==> src/rtl/l2_set_buf_ctrl_pkg.sv <==
// -----------------------------------------------------------------------------
// l2_set_buf_ctrl_pkg
// Shared definitions for the L2 set-buffer controller: default geometry of
// the L2 (ways, set/tag/state widths), the encoding of the invalid state,
// the set-buffer FSM encoding and convenience typedefs for tags, states,
// set indices and way indices.
// -----------------------------------------------------------------------------
package l2_set_buf_ctrl_pkg;

   localparam int L2_WAYS           = 4;
   localparam int L2_SET_BITS       = 8;
   localparam int L2_TAG_BITS       = 16;
   localparam int STABLE_STATE_BITS = 2;

   // Per-way state value meaning "no line held".
   localparam logic [STABLE_STATE_BITS-1:0] INVALID = 2'd0;

   typedef logic [L2_TAG_BITS-1:0]       l2_tag_t;
   typedef logic [STABLE_STATE_BITS-1:0] state_t;
   typedef logic [L2_SET_BITS-1:0]       l2_set_t;
   typedef logic [$clog2(L2_WAYS)-1:0]   l2_way_t;

   // Set-buffer FSM: no set held / RAM read in flight / buffers hold a set.
   typedef enum logic [1:0] {
      SB_IDLE  = 2'd0,
      SB_READ  = 2'd1,
      SB_VALID = 2'd2
   } sb_state_e;

endpackage : l2_set_buf_ctrl_pkg

==> src/rtl/l2_set_buf_ctrl_chk.sv <==
// -----------------------------------------------------------------------------
// l2_set_buf_ctrl_chk
// Simulation-only protocol checks for l2_set_buf_ctrl.
//   clk, rst           : clock and asynchronous active-low reset
//   i_upd_valid        : update request from the L2 FSM
//   i_in_valid_state   : controller FSM is in VALID
//   i_ram_rd_en        : RAM read strobe
//   i_ram_wr_en        : RAM write strobe
//   i_lookup_start     : lookup-start pulse
//   i_buf_valid        : buffers hold a complete set
// -----------------------------------------------------------------------------
module l2_set_buf_ctrl_chk (
   input  logic clk,
   input  logic rst,
   input  logic i_upd_valid,
   input  logic i_in_valid_state,
   input  logic i_ram_rd_en,
   input  logic i_ram_wr_en,
   input  logic i_lookup_start,
   input  logic i_buf_valid
);

   // Updates are only meaningful against a fully loaded set.
   a_upd_only_in_valid : assert property (@(posedge clk) disable iff (!rst)
      i_upd_valid |-> i_in_valid_state);

   // The shared RAM address cannot serve a read and a write together.
   a_no_rd_wr_overlap : assert property (@(posedge clk) disable iff (!rst)
      !(i_ram_rd_en && i_ram_wr_en));

   // The lookup stage is only started on a valid buffer.
   a_lookup_has_valid : assert property (@(posedge clk) disable iff (!rst)
      i_lookup_start |-> i_buf_valid);

endmodule : l2_set_buf_ctrl_chk

==> src/rtl/l2_set_buf_ctrl_evict_ptr.sv <==
// -----------------------------------------------------------------------------
// l2_evict_ptr
// Write-enable generation for a per-way update of the buffered set.
//   i_upd_fire   : an update is being applied this cycle
//   i_evict_adv  : the update also advances the eviction pointer
//   i_upd_way    : way being updated
//   i_cur_ptr    : current (buffered) eviction pointer
//   o_way_mask   : one-hot way write enable, zero when no update
//   o_evict_en   : write enable for the eviction pointer
//   o_evict_ptr  : advanced eviction pointer (cur + 1, wraps WAYS-1 -> 0)
// -----------------------------------------------------------------------------
module l2_evict_ptr
   import l2_set_buf_ctrl_pkg::*;
#(
   parameter int WAYS = L2_WAYS
) (
   input  logic                     i_upd_fire,
   input  logic                     i_evict_adv,
   input  logic [$clog2(WAYS)-1:0]  i_upd_way,
   input  logic [$clog2(WAYS)-1:0]  i_cur_ptr,
   output logic [WAYS-1:0]          o_way_mask,
   output logic                     o_evict_en,
   output logic [$clog2(WAYS)-1:0]  o_evict_ptr
);

   localparam int WB = $clog2(WAYS);

   // WAYS is a power of two, so a plain WB-bit increment wraps modulo WAYS.
   assign o_evict_ptr = i_cur_ptr + WB'(1);
   assign o_evict_en  = i_upd_fire && i_evict_adv;

   // One-hot decode of the updated way, gated by the update strobe.
   always_comb begin
      o_way_mask = {WAYS{1'b0}};
      if (i_upd_fire) begin
         o_way_mask[i_upd_way] = 1'b1;
      end else begin
         o_way_mask = {WAYS{1'b0}};
      end
   end

endmodule : l2_evict_ptr

==> src/rtl/l2_set_buf_ctrl.sv <==
// -----------------------------------------------------------------------------
// l2_set_buf_ctrl
// Producer side of the L2 set buffers. Loads one set (tags, states, evict
// pointer) from the tag/state RAMs, holds it for the lookup stage and applies
// per-way updates to buffer and RAM together.
//   clk, rst            : clock, asynchronous active-low reset
//   i_rd_req_valid/o_rd_req_ready, i_rd_set : set load request handshake
//   i_inv_buf           : drop the buffered set (top priority, aborts a read)
//   i_upd_*             : per-way tag/state update and evict-pointer advance
//   o_ram_rd_en, o_ram_set, i_ram_*_rd : RAM read port (data RD_LAT later)
//   o_ram_wr_*          : RAM write port (same cycle as the update)
//   o_tags_buf, o_states_buf, o_evict_way_buf, o_buf_set, o_buf_valid
//                       : buffered set presented to the lookup stage
//   o_lookup_start      : one-cycle pulse on the first cycle of a new set
// -----------------------------------------------------------------------------
module l2_set_buf_ctrl
   import l2_set_buf_ctrl_pkg::*;
#(
   parameter int WAYS     = L2_WAYS,
   parameter int SET_BITS = L2_SET_BITS,
   parameter int TAG_BITS = L2_TAG_BITS,
   parameter int ST_BITS  = STABLE_STATE_BITS,
   parameter int RD_LAT   = 1
) (
   input  logic                        clk,
   input  logic                        rst,
   input  logic                        i_rd_req_valid,
   output logic                        o_rd_req_ready,
   input  logic [SET_BITS-1:0]         i_rd_set,
   input  logic                        i_inv_buf,
   input  logic                        i_upd_valid,
   input  logic [$clog2(WAYS)-1:0]     i_upd_way,
   input  logic [TAG_BITS-1:0]         i_upd_tag,
   input  logic [ST_BITS-1:0]          i_upd_state,
   input  logic                        i_upd_evict_adv,
   output logic                        o_ram_rd_en,
   output logic [SET_BITS-1:0]         o_ram_set,
   input  logic [WAYS*TAG_BITS-1:0]    i_ram_tags_rd,
   input  logic [WAYS*ST_BITS-1:0]     i_ram_states_rd,
   input  logic [$clog2(WAYS)-1:0]     i_ram_evict_rd,
   output logic                        o_ram_wr_en,
   output logic [WAYS-1:0]             o_ram_wr_way_mask,
   output logic [TAG_BITS-1:0]         o_ram_wr_tag,
   output logic [ST_BITS-1:0]          o_ram_wr_state,
   output logic                        o_ram_wr_evict_en,
   output logic [$clog2(WAYS)-1:0]     o_ram_wr_evict,
   output logic [WAYS*TAG_BITS-1:0]    o_tags_buf,
   output logic [WAYS*ST_BITS-1:0]     o_states_buf,
   output logic [$clog2(WAYS)-1:0]     o_evict_way_buf,
   output logic [SET_BITS-1:0]         o_buf_set,
   output logic                        o_buf_valid,
   output logic                        o_lookup_start
);

   localparam int                 WB         = $clog2(WAYS);
   localparam logic [ST_BITS-1:0] ST_INVALID = ST_BITS'(INVALID);
   localparam logic [1:0]         LAT_LOAD   = 2'(RD_LAT);

   sb_state_e                  r_state;
   sb_state_e                  w_state_nxt;
   logic [1:0]                 r_cnt;
   logic [SET_BITS-1:0]        r_buf_set;
   logic                       r_buf_valid;
   logic                       r_lookup_start;
   logic [WAYS*TAG_BITS-1:0]   r_tags_buf;
   logic [WAYS*ST_BITS-1:0]    r_states_buf;
   logic [WB-1:0]              r_evict_way_buf;

   logic                       w_accept;
   logic                       w_upd_fire;
   logic                       w_capture;
   logic [WAYS-1:0]            w_way_mask;
   logic                       w_evict_en;
   logic [WB-1:0]              w_evict_nxt;

   // An update owns the RAM port this cycle, so it blocks a new request.
   assign o_rd_req_ready = (r_state != SB_READ) && !i_upd_valid && !i_inv_buf;
   assign w_accept       = i_rd_req_valid && o_rd_req_ready;
   assign w_upd_fire     = i_upd_valid && (r_state == SB_VALID) && !i_inv_buf;
   // RAM data is present on the cycle the down-counter steps from 1 to 0.
   assign w_capture      = (r_state == SB_READ) && (r_cnt == 2'd1) && !i_inv_buf;

   l2_evict_ptr #(
      .WAYS (WAYS)
   ) u_evict_ptr (
      .i_upd_fire  (w_upd_fire),
      .i_evict_adv (i_upd_evict_adv),
      .i_upd_way   (i_upd_way),
      .i_cur_ptr   (r_evict_way_buf),
      .o_way_mask  (w_way_mask),
      .o_evict_en  (w_evict_en),
      .o_evict_ptr (w_evict_nxt)
   );

   assign o_ram_rd_en       = w_accept;
   assign o_ram_wr_en       = w_upd_fire;
   assign o_ram_wr_way_mask = w_way_mask;
   assign o_ram_wr_tag      = i_upd_tag;
   assign o_ram_wr_state    = i_upd_state;
   assign o_ram_wr_evict_en = w_evict_en;
   assign o_ram_wr_evict    = w_evict_nxt;

   assign o_tags_buf        = r_tags_buf;
   assign o_states_buf      = r_states_buf;
   assign o_evict_way_buf   = r_evict_way_buf;
   assign o_buf_set         = r_buf_set;
   assign o_buf_valid       = r_buf_valid;
   assign o_lookup_start    = r_lookup_start;

   // RAM address: the requested set on the accept cycle, otherwise the held set.
   always_comb begin
      o_ram_set = r_buf_set;
      if (w_accept) begin
         o_ram_set = i_rd_set;
      end else begin
         o_ram_set = r_buf_set;
      end
   end

   // Next-state logic; invalidate overrides every other transition.
   always_comb begin
      w_state_nxt = r_state;
      if (i_inv_buf) begin
         w_state_nxt = SB_IDLE;
      end else begin
         case (r_state)
            SB_IDLE: begin
               if (w_accept) begin
                  w_state_nxt = SB_READ;
               end else begin
                  w_state_nxt = SB_IDLE;
               end
            end
            SB_READ: begin
               if (w_capture) begin
                  w_state_nxt = SB_VALID;
               end else begin
                  w_state_nxt = SB_READ;
               end
            end
            SB_VALID: begin
               if (w_accept) begin
                  w_state_nxt = SB_READ;
               end else begin
                  w_state_nxt = SB_VALID;
               end
            end
            default: begin
               w_state_nxt = SB_IDLE;
            end
         endcase
      end
   end

   // FSM state, read-latency counter, buffered set index and valid flags.
   always_ff @(posedge clk or negedge rst) begin
      if (!rst) begin
         r_state        <= SB_IDLE;
         r_cnt          <= 2'd0;
         r_buf_set      <= {SET_BITS{1'b0}};
         r_buf_valid    <= 1'b0;
         r_lookup_start <= 1'b0;
      end else begin
         r_state        <= w_state_nxt;
         r_lookup_start <= w_capture;
         if (i_inv_buf) begin
            r_cnt       <= 2'd0;
            r_buf_valid <= 1'b0;
         end else if (w_accept) begin
            r_cnt       <= LAT_LOAD;
            r_buf_set   <= i_rd_set;
            r_buf_valid <= 1'b0;
         end else if (w_capture) begin
            r_cnt       <= 2'd0;
            r_buf_valid <= 1'b1;
         end else if (r_cnt != 2'd0) begin
            r_cnt       <= r_cnt - 2'd1;
         end
      end
   end

   // Set contents: whole-set load from RAM, or a single-way update.
   always_ff @(posedge clk or negedge rst) begin
      if (!rst) begin
         r_tags_buf      <= {(WAYS*TAG_BITS){1'b0}};
         r_states_buf    <= {WAYS{ST_INVALID}};
         r_evict_way_buf <= {WB{1'b0}};
      end else if (w_capture) begin
         r_tags_buf      <= i_ram_tags_rd;
         r_states_buf    <= i_ram_states_rd;
         r_evict_way_buf <= i_ram_evict_rd;
      end else begin
         for (int w = 0; w < WAYS; w++) begin
            if (w_way_mask[w]) begin
               r_tags_buf[w*TAG_BITS +: TAG_BITS] <= i_upd_tag;
               r_states_buf[w*ST_BITS +: ST_BITS] <= i_upd_state;
            end
         end
         if (w_evict_en) begin
            r_evict_way_buf <= w_evict_nxt;
         end
      end
   end

   l2_set_buf_ctrl_chk u_chk (
      .clk              (clk),
      .rst              (rst),
      .i_upd_valid      (i_upd_valid),
      .i_in_valid_state (r_state == SB_VALID),
      .i_ram_rd_en      (o_ram_rd_en),
      .i_ram_wr_en      (o_ram_wr_en),
      .i_lookup_start   (r_lookup_start),
      .i_buf_valid      (r_buf_valid)
   );

endmodule : l2_set_buf_ctrl

==> config.mk <==
export PLATFORM = sky130hd
export DESIGN_NAME = l2_set_buf_ctrl
export DESIGN_NICKNAME = d
export VERILOG_FILES = /design/src/rtl/l2_set_buf_ctrl_pkg.sv /design/src/rtl/l2_set_buf_ctrl_chk.sv /design/src/rtl/l2_set_buf_ctrl_evict_ptr.sv /design/src/rtl/l2_set_buf_ctrl.sv
export SDC_FILE = /design/constraint.sdc
export NUM_CORES = 1
export LEC_CHECK = 0
export ABC_AREA = 1
export BUFFER_PORTS_ARGS = -buffer_cell sky130_fd_sc_hd__buf_2
export CORE_ASPECT_RATIO = 0.9
export CORE_MARGIN = 8
export CORE_UTILIZATION = 46
export CTS_CLUSTER_DIAMETER = 60
export DETAILED_ROUTE_END_ITERATION = 10
export GPL_ROUTABILITY_DRIVEN = 0
export PLACE_DENSITY = 0.81
export SYNTH_ARGS = -nofsm -noshare
export SYNTH_HDL_FRONTEND = slang
export SYNTH_HIERARCHICAL = 1
export SYNTH_SLANG_ARGS = --single-unit
==> constraint.sdc <==
create_clock -name clk -period 1.9 [get_ports clk]
set_clock_uncertainty 0.15 [all_clocks]
set_input_delay 0.38 -clock clk [delete_from_list [all_inputs] [get_ports clk]]
set_output_delay 0.38 -clock clk [all_outputs]
set_load 0.01 [all_outputs]
==> flow_summary.yaml, run 1 <==
synth:
  synthDistinctLibCells: 22
  ys_seq_elements: 88
  synth_area_per_cell_um2: 7.92
  ys.flop_type: "dfrtp_1"
  yosys_warnings: 6
  ys_seq_area_share_pct: 50.4
  synth_edf_count: 0
  netlist_instances: 552
  synthArstFlopShare_pct: 100
  synth_most_common_cell: "nand2_1"
  post-synth-top-area-cell: "dfrtp_1"
  synth_area_leaders: "dfrtp_1 (50%), nand2_1 (23%), nand3_1 (8.9%), buf_4 (3.8%), inv_1 (2.7%)"
  syn_nets: 662
  syn_area_mm2: 0.00437
  yosys.area.top_type_share_pct: 50.4
  synth_commonest_cells: "nand2_1 (267), dfrtp_1 (88), nand3_1 (78), inv_1 (32), buf_4 (22)"
sta:
  tightestPinTransition_ps: 502
  slew_headroom_pct: 66.5
  setup_viol: 13
  slew_violations: 0
  tns_ps: -1010
  setup_ws_ps: -110
  finalHoldViolCount: 0
  period_needed_ps: 2010
  rsz0062_at_grt: "true"
  period_share_pct: 106
  fmax_ghz: 0.497
critical_path:
  critPathMaxFanout: 4
  critical_path_class: "flop to output pin"
  end_kind: "output pin"
  timing.rr.start: "r_state[0]"
  r2r_end: "o_tags_buf[20]"
  cp.arrival_ps: 1480
  cp.required_ps: 1370
  r2r_slack_ps: 40
  critPathLaunchType: "flop"
  r2r_cells: 9
layout:
  final_nets: 892
  syn2layout_area_growth_pct: 37.4
  seqCellArea_mm2: 0.00220
  layout-drive-gt1-share_pct: 39.3
  antenna_cells: 0
  fillers: 774
  multi_input_area_mm2: 0.00177
  fin_util_pct: 65.5
drt:
  drc: 0
  num_vias: 4581
  dr.first_iter.drc_count: 336
  dr.pass1.iters: 5
  wire_per_inst_um: 16.9
  vias_per_cell: 5.04
  drt_wl_total_um: 15400
  ant_nets: 0
floorplanning:
  dieArea_mm2: 0.0129
  die_w_um: 119
  io_pins: 228
  dieHeight_um: 108
  rows: 33
  initial_core_util_pct: 47.7
  core_mm2: 0.00917
global_route:
  grt_pass1_vias: 4840
  grt_pass1_wl_um: 24200
  grt_use_total_pct: 23.1
  antenna_found_initial: 0
  grt_max_degree: 89
  grt_overflow: 0
hold_path:
  holdCritStartpoint: "i_ram_tags_rd[61]"
  hold_end: "o_tags_buf[61]"
  hp-class: "primary input to flop"
  hold_depth: 3
cts:
  cts_inserted_buffers: 9
  cts-root-buf: "clkbuf_8"
  cts_buffer_depth: 2
  cts_tree: "yes"
  cts.htree.levels: 3
  path_clk_slew_ps: 100
  clock-sinks: 88
  clk_latency_ps: 350
job:
  cap_violations: 0
outcome:
  violations: "setup timing"
  status: "finished, violations left"
placed_design:
  port_buffers: 227
  place_worst_setup_slack_ps: -10.1
  place_hpwl_um: 11500
pwr:
  total_power_mw: 7.19
  power_density_mw_per_mm2: 1200
  leakagePower_nw: 3.41
  ir_drop_v: 0.000571
-- per-stage QoR --
| stage | cell area (µm²) | instances | hold slack [ps] |
|---|---|---|---|
| floorplan | 4380 | 552 | -65.6 |
| global placement | 5620 | 880 | 309 |
| detailed placement | 5620 | 880 | 308 |
| CTS | 5960 | 906 | 71.3 |
| global route | 6010 | 909 | 72.7 |
| finish | 6010 | 909 | 88.3 |
-- critical path, stage by stage, from the launching register on --
cell     delay, ps
dfrtp_1        430
inv_2           80
nand2_2         70
nor2_4         190
nand2_4         90
nor2_4         140
buf_6          120
-- layout make-up --
type / instances / area share [%]
flip-flops and latches: 88 / 36.7
multi-input cells: 389 / 29.5
repair buffers: 259 / 25.8
well taps: 122 / 2.54
clock buffers: 12 / 2.42
inverters: 34 / 2.17
clock inverters: 4 / 0.896
repair inverters: 1 / 0.0833
-- kinds of logic (layout without fill, tap and decap cells) --
logic type,Yosys count,count (layout),synth area share [%]
compound gates,5,5,0.572
flops,88,88,50.4
fa+ha+maj,2,2,0.572
simple gates,381,382,37.5
buf+inv,76,310,11.0
-- worst max path at each step --
| stage | slack, ps | from | to |
|---|---|---|---|
| after floorplan | 50 | r_state[0] | o_states_buf[3] |
| after global placement | 70 | i_inv_buf | o_ram_wr_way_mask[0] |
| after detailed placement | -10 | i_inv_buf | o_ram_set[5] |
| after CTS | -110 | r_state[0] | o_ram_wr_way_mask[0] |
| after global routing | -180 | r_state[0] | o_ram_wr_way_mask[3] |
| final | -110 | r_state[0] | o_ram_wr_way_mask[0] |
-- power by group --
group	internal [mW]	total (mW)	switching, mW
Combinational	1.16	2.74	1.59
Sequential	2.66	3.12	0.455
Clock	0.649	1.33	0.682
-- layer usage --
layer  up-vias  track usage, %  wire length, µm
met5         -               0                0
met4         0            7.57              291
met3        27            7.19             1410
met2       255            40.7             7600
met1      2145            26.3             6080
li1       2154               -                -
-- cell usage in the layout, fill, tap and decap left out, types with 4 or more instances in the layout --
| cell type | instances |
|---|---|
| nand2_2 | 5 |
| nand3_1 | 76 |
| buf_6 | 5 |
| buf_2 | 222 |
| nor2_8 | 4 |
| nor2_2 | 12 |
| nor2_1 | 11 |
| nor2_4 | 6 |
| buf_12 | 11 |
| nand2_1 | 261 |
| a21oi_1 | 4 |
| buf_4 | 20 |
| inv_2 | 4 |
| clkbuf_8 | 10 |
| dfrtp_1 | 88 |
| inv_1 | 29 |
-- state kept, by name (all words and copies together) (netlist names) --
signal and count:
o_tags_buf 64, o_buf_set 8, o_buf_valid 1, r_cnt 2, o_states_buf 8, r_state 2
o_evict_way_buf 2, o_lookup_start 1
-- timing repair --
action | 4_1_cts | 5_1_grt
gates cloned | 1 | 1
resized for setup | 18 | 8
hold buffers | 1 | 0
buffers inserted | 8 | 4
endpoints found under the setup margin | 14 | 17
pin swaps | 4 | 13
hold endpoints to repair | 88 | 0
No activity file was read; power rests on OpenSTA's default activity.
==> run 2: changes to the inputs <==
- SETUP_SLACK_MARGIN: unset -> 0.3
==> flow_summary.yaml, run 2 (synthesized netlist as in run 1, its figures left out) <==
outcome:
  status: "finished, violations left"
  violations: "setup timing"
floorplanning:
  dieHeight_um: 108
  io_pins: 228
  dieArea_mm2: 0.0129
  rows: 33
  die_w_um: 119
  core_mm2: 0.00917
  initial_core_util_pct: 47.7
layout:
  final_common_cell: "buf_2"
  layout-drive-gt1-share_pct: 55.1
  antenna_cells: 0
  final_nets: 952
  largest_register_ffs: 64
  mostFrequentLayoutCells: "buf_2 (219), nand2_1 (207), dfrtp_1 (88)"
  syn2layout_area_growth_pct: 68.1
  fin_util_pct: 80.2
sta:
  rsz0062_at_grt: "true"
  whs_ps: 58.9
  period_share_pct: 110
  fmax_ghz: 0.478
  tightestPinTransition_ps: 442
  slew_violations: 0
  period_needed_ps: 2090
  setup_viol: 41
  slew_headroom_pct: 70.5
  setup_ws_ps: -190
  finalHoldViolCount: 0
global_route:
  grt_use_total_pct: 27.1
  grt_max_degree: 33
  grt_pass1_wl_um: 27600
  grt_pass1_vias: 5242
  grt_overflow: 0
  antenna_found_initial: 0
job:
  cap_violations: 0
cts:
  cts.htree.levels: 3
  cts_inserted_buffers: 9
  cts_tree: "yes"
  path_clk_slew_ps: 100
  cts-root-buf: "clkbuf_8"
  clock-sinks: 88
  clk_latency_ps: 380
  cts_buffer_depth: 2
critical_path:
  cp.required_ps: 2010
  cp.arrival_ps: 2200
  critPathLaunchType: "flop"
  critPathMaxFanout: 8
  end_kind: "flop"
  critical_path_class: "flop to flop"
pwr:
  total_power_mw: 7.73
  leakagePower_nw: 4.17
  power_density_mw_per_mm2: 1050
  ir_drop_v: 0.000888
drt:
  drc: 0
  drt_wl_total_um: 20000
  dr.pass1.iters: 5
  num_vias: 5195
  ant_nets: 0
  wire_per_inst_um: 20.6
  dr.first_iter.drc_count: 497
  vias_per_cell: 5.36
hold_path:
  hp-class: "primary input to flop"
placed_design:
  place_hpwl_um: 12100
  port_buffers: 227
run 2: stage by stage:
step | TNS [ps] | std cells | worst slack (ps) | area, µm²
after detailed placement | -21.3 | 873 | -21.3 | 5550
after global placement | 0 | 873 | 80.6 | 5550
after floorplan | 0 | 552 | 263 | 4460
final | -4280 | 969 | -190 | 7350
after CTS | -3100 | 942 | -135 | 6550
after global routing | -6750 | 969 | -234 | 7350
run 2: layer usage:
layer | wire, µm | up-vias | GRT usage [%]
met4 | 568 | 0 | 11.6
met1 | 7420 | 2481 | 30.0
met5 | 0 | - | 0
met2 | 10000 | 369 | 47.9
met3 | 1940 | 52 | 8.13
li1 | - | 2293 | -
run 2: critical path, cell delays in order, from the launching register on:
cell	delay [ps]
dfrtp_1	440
inv_2	90
nand2_2	70
nor2_4	210
nand2_4	110
nor2_4	130
buf_6	110
buf_6	80
buf_6	80
buf_6	100
buf_12	160
nor2_4	90
nand2_1	90
nand3_1	80
run 2: power by group:
group	total [mW]	internal, mW	switching (mW)	leakage [nW]
Sequential	3.23	2.66	0.570	1.11
Combinational	3.19	1.39	1.80	2.96
Clock	1.31	0.531	0.784	0.0952
Total	7.73	4.58	3.15	4.17
run 2: repair_timing:
item / 4_1_cts / 5_1_grt
setup buffers: 41 / 18
hold buffers: 1 / 0
endpoints found under the setup margin: 95 / 94
resized for setup: 42 / 133
hold endpoints to repair: 29 / 0
pin swaps: 16 / 57
gates cloned: 11 / 9
run 2: worst paths after layout:
path                                    start         endpoint  slack (ps)  cells past startpoint
max                                r_state[0]   o_tags_buf[43]        -190                     13
min                        i_ram_states_rd[3]  o_states_buf[3]          60                      3
max reg2reg                        r_state[0]   o_tags_buf[43]        -190                     13
min reg2reg                   o_states_buf[1]  o_states_buf[1]         340                      2
max in group asynchronous                 rst   o_tags_buf[23]         610                      3
min in group asynchronous                 rst     o_buf_set[0]         330                      2
run 2: cell type report:
class / instances / area (µm²)
fill: 583 / 1810
tap: 122 / 153
multi-input combinational: 399 / 2340
timing repair buffer: 310 / 2340
clock inverter: 6 / 50.0
inverter: 34 / 130
sequential: 88 / 2200
clock buffer: 10 / 138
